===== src/rtl/led_pwm_scheduler_pkg.sv =====
// Shared types and defaults for the LED local-dimming PWM scheduler.
package led_dim_pkg;

  localparam int unsigned LED_ZONES    = 40;
  localparam int unsigned LED_PWM_BITS = 8;
  localparam int unsigned ZONE_AW      = $clog2(LED_ZONES);

  typedef enum logic [1:0] {
    IDLE,
    CALC,
    SEND,
    HOLD
  } sched_state_e;

endpackage


===== src/rtl/led_pwm_scheduler_zone_bank.sv =====
// Double-buffered per-zone duty storage: shadow is written by the dimming
// datapath, active is what the comparator array displays.
module led_zone_bank
  import led_dim_pkg::*;
#(
  parameter int unsigned ZONES    = LED_ZONES,
  parameter int unsigned PWM_BITS = LED_PWM_BITS
) (
  input  logic                      clk,
  input  logic                      rst,
  input  logic                      wr_en_i,
  input  logic [ZONE_AW-1:0]        wr_addr_i,
  input  logic [PWM_BITS-1:0]       wr_data_i,
  input  logic                      swap_i,
  output logic [ZONES*PWM_BITS-1:0] active_o
);

  logic [PWM_BITS-1:0] shadow_q [ZONES];
  logic [PWM_BITS-1:0] active_q [ZONES];

  // Swap copies the pre-write shadow, so a same-cycle write lands only in shadow.
  always_ff @(posedge clk or posedge rst) begin
    if (rst) begin
      for (int unsigned i = 0; i < ZONES; i++) begin
        shadow_q[i] <= '0;
        active_q[i] <= '0;
      end
    end else begin
      for (int unsigned i = 0; i < ZONES; i++) begin
        if (swap_i) begin
          active_q[i] <= shadow_q[i];
        end
        if (wr_en_i && (wr_addr_i == ZONE_AW'(i))) begin
          shadow_q[i] <= wr_data_i;
        end
      end
    end
  end

  always_comb begin
    active_o = '0;
    for (int unsigned i = 0; i < ZONES; i++) begin
      active_o[i*PWM_BITS +: PWM_BITS] = active_q[i];
    end
  end

endmodule


===== src/rtl/led_pwm_scheduler.sv =====
// PWM slot sequencer for the 74HC595 LED chain: per slot, compares active
// zone duties against pwm_cnt and hands the on/off pattern to the shifter.
module led_pwm_scheduler
  import led_dim_pkg::*;
#(
  parameter int unsigned ZONES    = LED_ZONES,
  parameter int unsigned PWM_BITS = LED_PWM_BITS,
  parameter int unsigned SLOT_DIV = 16
) (
  input  logic                clk,
  input  logic                rst,
  input  logic                enable,
  input  logic                wr_en,
  input  logic [ZONE_AW-1:0]  wr_addr,
  input  logic [PWM_BITS-1:0] wr_data,
  input  logic                frame_swap,
  output logic [ZONES-1:0]    led_bits,
  output logic                led_valid,
  input  logic                led_ready,
  output logic [PWM_BITS-1:0] pwm_cnt,
  output logic                period_start,
  output logic                swap_done
);

  localparam int unsigned         TW         = (SLOT_DIV > 1) ? $clog2(SLOT_DIV) : 1;
  localparam logic [TW-1:0]       TIMER_LOAD = TW'(SLOT_DIV - 1);
  localparam logic [PWM_BITS-1:0] CNT_MAX    = '1;

  sched_state_e               state_q;
  logic [TW-1:0]              timer_q;
  logic [PWM_BITS-1:0]        pwm_cnt_q;
  logic [ZONES-1:0]           led_bits_q;
  logic                       led_valid_q;
  logic                       swap_pending_q;
  logic                       swap_done_q;
  logic [ZONES-1:0]           cmp_d;
  logic                       boundary_d;
  logic                       swap_d;
  logic [ZONES*PWM_BITS-1:0]  active;

  led_zone_bank #(
    .ZONES    (ZONES),
    .PWM_BITS (PWM_BITS)
  ) u_bank (
    .clk       (clk),
    .rst       (rst),
    .wr_en_i   (wr_en),
    .wr_addr_i (wr_addr),
    .wr_data_i (wr_data),
    .swap_i    (swap_d),
    .active_o  (active)
  );

  always_comb begin
    cmp_d = '0;
    for (int unsigned i = 0; i < ZONES; i++) begin
      cmp_d[i] = active[i*PWM_BITS +: PWM_BITS] > pwm_cnt_q;
    end
  end

  // The wrap cycle is the last HOLD cycle of the top slot.
  assign boundary_d = (state_q == HOLD) && (timer_q == '0) && (pwm_cnt_q == CNT_MAX);
  assign swap_d     = boundary_d && (swap_pending_q || frame_swap);

  always_ff @(posedge clk or posedge rst) begin
    if (rst) begin
      state_q        <= IDLE;
      timer_q        <= '0;
      pwm_cnt_q      <= '0;
      led_bits_q     <= '0;
      led_valid_q    <= 1'b0;
      swap_pending_q <= 1'b0;
      swap_done_q    <= 1'b0;
    end else begin
      swap_done_q <= swap_d;
      if (swap_d) begin
        swap_pending_q <= 1'b0;
      end else if (frame_swap) begin
        swap_pending_q <= 1'b1;
      end

      case (state_q)
        IDLE: begin
          if (enable) begin
            state_q <= CALC;
          end
        end
        CALC: begin
          led_bits_q  <= cmp_d;
          led_valid_q <= 1'b1;
          state_q     <= SEND;
        end
        SEND: begin
          if (led_ready) begin
            led_valid_q <= 1'b0;
            timer_q     <= TIMER_LOAD;
            state_q     <= HOLD;
          end
        end
        HOLD: begin
          if (timer_q == '0) begin
            pwm_cnt_q <= pwm_cnt_q + 1'b1;
            state_q   <= enable ? CALC : IDLE;
          end else begin
            timer_q <= timer_q - 1'b1;
          end
        end
        default: state_q <= IDLE;
      endcase
    end
  end

  assign led_bits     = led_bits_q;
  assign led_valid    = led_valid_q;
  assign pwm_cnt      = pwm_cnt_q;
  assign swap_done    = swap_done_q;
  assign period_start = (state_q == CALC) && (pwm_cnt_q == '0);

endmodule


===== config.mk =====
export PLATFORM = sky130hd
export DESIGN_NAME = led_pwm_scheduler
export DESIGN_NICKNAME = d
export VERILOG_FILES = /design/src/rtl/led_pwm_scheduler_pkg.sv /design/src/rtl/led_pwm_scheduler_zone_bank.sv /design/src/rtl/led_pwm_scheduler.sv
export SDC_FILE = /design/constraint.sdc
export NUM_CORES = 2
export LEC_CHECK = 0
export BUFFER_PORTS_ARGS = -buffer_cell sky130_fd_sc_hd__buf_4
export CAP_MARGIN = 15
export CELL_PAD_IN_SITES_DETAIL_PLACEMENT = 1
export CELL_PAD_IN_SITES_GLOBAL_PLACEMENT = 2
export CORE_UTILIZATION = 40
export CTS_CLUSTER_DIAMETER = 40
export DETAILED_ROUTE_END_ITERATION = 8
export PLACE_DENSITY = 0.72
export RECOVER_POWER = 25
export REMOVE_ABC_BUFFERS = 1
export SLEW_MARGIN = 20
export SYNTH_ARGS = -nofsm -noshare
export SYNTH_HDL_FRONTEND = slang
export SYNTH_SLANG_ARGS = --single-unit

===== constraint.sdc =====
create_clock -name clk -period 22.7 [get_ports clk]
set_clock_uncertainty 0.15 [all_clocks]
set_input_delay 3.405 -clock clk [delete_from_list [all_inputs] [get_ports clk]]
set_output_delay 3.405 -clock clk [all_outputs]
set_load 0.1 [all_outputs]

==> qor.json <==
{
  "outcome": "finished, violations left",
  "violations": "capacitance limit, slew limit",
  "synth_area_leaders": "dfrtp_1 50%, mux2_4 13%, ha_1 12%, mux2_2 11%, a21oi_1 2.2%",
  "flow.area_growth_from_synthesis_pct": 15.4,
  "post-place-ws_ns": 15.65,
  "cts_htree_levels": 3,
  "routed_wirelength_um": 88300,
  "leakagePower_nw": 19.4,
  "clock-sinks": 697,
  "fin_total_pwr_mw": 4.07,
  "yosysSeqAreaShare": 0.501,
  "synth_top_flop_cell": "dfrtp_1",
  "numPlacedInstances": 3605,
  "synth-edff-count": 0,
  "drive_above_1_share": 0.358,
  "yosys_warnings": 0,
  "ioPinCount": 71,
  "start_util": 0.406,
  "fillers": 8550,
  "post-cts-setup-buffer-count": 0,
  "max-slew-margin-rel": -3.04,
  "timing.reg2reg.setup_slack_ns": 16.79,
  "timing.setup.tns_ns": 0,
  "timing.critical_path.to": "pwm_cnt[0]",
  "asyncSetResetFlopFracSynth": 1.00,
  "wire_length_of_the_first_global_routing_pass_um": 140000,
  "timing.setup.critical_path_class": "input port to async pin",
  "worst_r2r_path_depth": 7,
  "finalSetupViolCount": 0,
  "yosys_top_cell_area_share": 0.501,
  "crit-reg2reg-launch": "state_q[0]",
  "final_nets": 2927,
  "worst_setup_path_start_kind": "input port",
  "postCtsHoldBufs": 0,
  "finalNonFillerCells": 3823,
  "routed-via-count": 20700,
  "routed_via_density": 5.43,
  "grt_util_all_layers": 0.205,
  "r2r_end": "u_bank.active_o[157]",
  "globalRouteOverflowTotal": 0,
  "placementRows": 107,
  "cts-buffers-inserted": 116,
  "slew_viol_final": 331,
  "cts.root.buffer_cell": "clkbuf_16",
  "rsz_0062_raised_after_global_routing": "false",
  "drtIter0Drc": 780,
  "maxCapViolCount": 5,
  "post_cts_resize_count": 0,
  "setup.worst_path.end_class": "async pin",
  "post_drt_wl_per_cell_um": 23.1,
  "drcViolationCount": 0,
  "clock_latency_on_the_worst_skew_pair_ns": 0.67,
  "ys_types": 47,
  "grt_start_max_net_pins": 184,
  "fmax_ghz": 0.101,
  "antenna_cells_inserted": 0,
  "detailedPlacementHpwl_um": 49000,
  "crit_start": "rst",
  "cts_tree": "yes",
  "p_per_area_mw_per_mm2": 101,
  "routability_congestion": 0.735,
  "io_buffers": 70,
  "ant_nets": 0,
  "floorplan.core_area_mm2": 0.0857,
  "design.die.area_mm2": 0.0882,
  "syn_inst": 2464,
  "first_global_vias": 23400,
  "holdWs_ns": 0.335,
  "initial_drt_pass_iterations": 4,
  "worst_pin_slew_ns": 6.02,
  "min_period_over_period": 0.438,
  "dieWidth_um": 297,
  "die_height_um": 297,
  "class_of_the_most_critical_hold_timing_path": "flop to flop",
  "peak_vdd_ir_v": 0.0000833,
  "syn_avg_cell_area_um2": 14.1,
  "number_of_antenna_violations_at_the_first_check_in_global_routing": 3,
  "path_max_fanout": 133,
  "netlist.top_cell.by_area": "dfrtp_1",
  "clockBufferDepth": 3,
  "cts.clk_slew.worst_paths_ns": 0.06,
  "syn-cell-area_mm2": 0.0348,
  "ys_ff_latch": 697,
  "timing.critical_path.required_ns": 22.18,
  "report.final.hold_viol_count": 0,
  "worst-endpoint-arrival_ns": 9.41,
  "final_critical_period_ns": 9.93,
  "worst_slack_ns": 12.77
}
==> power breakdown <==
part	switching (mW)	total (mW)	leakage (nW)	internal, mW
registers	0.0899	1.45	9.42	1.36
clock network	0.667	1.89	2.04	1.22
logic	0.499	0.729	7.96	0.230
total	1.26	4.07	19.4	2.82
==> cell usage in the layout (no fill, tap or decap), drive strengths merged, types with 6 or more instances in the layout <==
| cell type | synthesis | final |
|---|---|---|
| nand2 | 109 | 109 |
| o211ai | 76 | 76 |
| clkinv | 0 | 29 |
| nand3 | 7 | 7 |
| dfrtp | 697 | 697 |
| nor2 | 65 | 65 |
| mux2 | 640 | 640 |
| ha | 327 | 327 |
| nand4 | 86 | 86 |
| clkinvlp | 0 | 18 |
| nor2b | 41 | 41 |
| clkbuf | 54 | 143 |
| inv | 58 | 75 |
| nor3 | 9 | 9 |
| o221a | 41 | 41 |
| buf | 43 | 85 |
| o21ai | 6 | 6 |
| xnor2 | 7 | 7 |
| a21oi | 156 | 156 |
| bufinv | 0 | 20 |
==> cell type report <==
| cell class | instances | area [µm²] | area share |
|---|---|---|---|
| inverters | 58 | 219 | 0.00545 |
| flip-flops and latches | 697 | 17400 | 0.434 |
| well taps | 1144 | 1430 | 0.0356 |
| repair buffers | 95 | 732 | 0.0182 |
| clock buffers | 133 | 3110 | 0.0774 |
| multi-input cells | 1612 | 16100 | 0.400 |
| clock inverters | 84 | 1150 | 0.0287 |
==> per-stage QoR <==
stage	util	area [µm²]
final	0.469	40200
after CTS	0.471	40300
after detailed placement	0.421	36100
after global placement	0.421	36100
after global routing	0.469	40200
after floorplan	-	33900
==> synthesized netlist by cell type, types with 3 or more instances <==
master / count
dfrtp_1: 697
mux2_2: 336
ha_1: 327
mux2_4: 300
a21oi_1: 156
nand2_1: 109
nand4_1: 86
o211ai_1: 76
nor2_1: 60
inv_1: 58
clkbuf_1: 54
nor2b_1: 41
o221a_2: 41
buf_12: 33
nand3_1: 7
nor3_1: 7
xnor2_1: 7
buf_2: 6
o21ai_0: 6
nor2_2: 5
a21o_1: 4
mux2_1: 4
nand2b_1: 4
nand3b_1: 4
nand4b_1: 4
a211oi_1: 3
a31oi_1: 3
and3b_1: 3
==> worst max-delay path, cell delays in order <==
cell and delay (ns):
clkbuf_4 0.11, clkinvlp_2 3.30, clkbuf_1 2.43
==> sequential cells by signal, indices dropped and copies added, names as in the netlist <==
| signal | count |
|---|---|
| led_bits | 40 |
| led_valid | 1 |
| pwm_cnt | 8 |
| state_q | 2 |
| swap_done | 1 |
| swap_pending_q | 1 |
| timer_q | 4 |
| u_bank.active_o | 320 |
| u_bank.shadow_q | 320 |
==> logic make-up (layout without fill, tap and decap cells) <==
family                     after synthesis  count (layout)  synth area share
AOI/OAI and AO/OA                      293             293            0.0560
and+or+nand+nor                        345             345            0.0510
adders and majority gates              327             327             0.118
buffers and inverters                  155             370            0.0328
xor gates and xnor gates                 7               7           0.00176
muxes                                  640             640             0.240
DFF                                    697             697             0.501
==> layer usage <==
metal  up-vias  track usage  wire [µm]
li1       9346            -          -
met1     10900        0.278      41500
met2       292        0.335      41500
met3       168       0.0355       3040
met4         4       0.0606       2310
met5         -            0         22
==> how the worst min path moves through the flow <==
stage / cells past startpoint / endpoint / slack (ns) / startpoint
after floorplan: 1 / u_bank.shadow_q[170] / 0.31 / u_bank.shadow_q[170]
after global placement: 1 / u_bank.shadow_q[180] / 0.32 / u_bank.shadow_q[180]
after detailed placement: 1 / u_bank.active_o[168] / 0.34 / u_bank.shadow_q[144]
after CTS: 1 / u_bank.active_o[35] / 0.34 / u_bank.shadow_q[283]
after global routing: 1 / u_bank.active_o[65] / 0.35 / u_bank.shadow_q[249]
final: 1 / u_bank.active_o[199] / 0.34 / u_bank.shadow_q[127]
No activity file was read; power rests on OpenSTA's default activity.
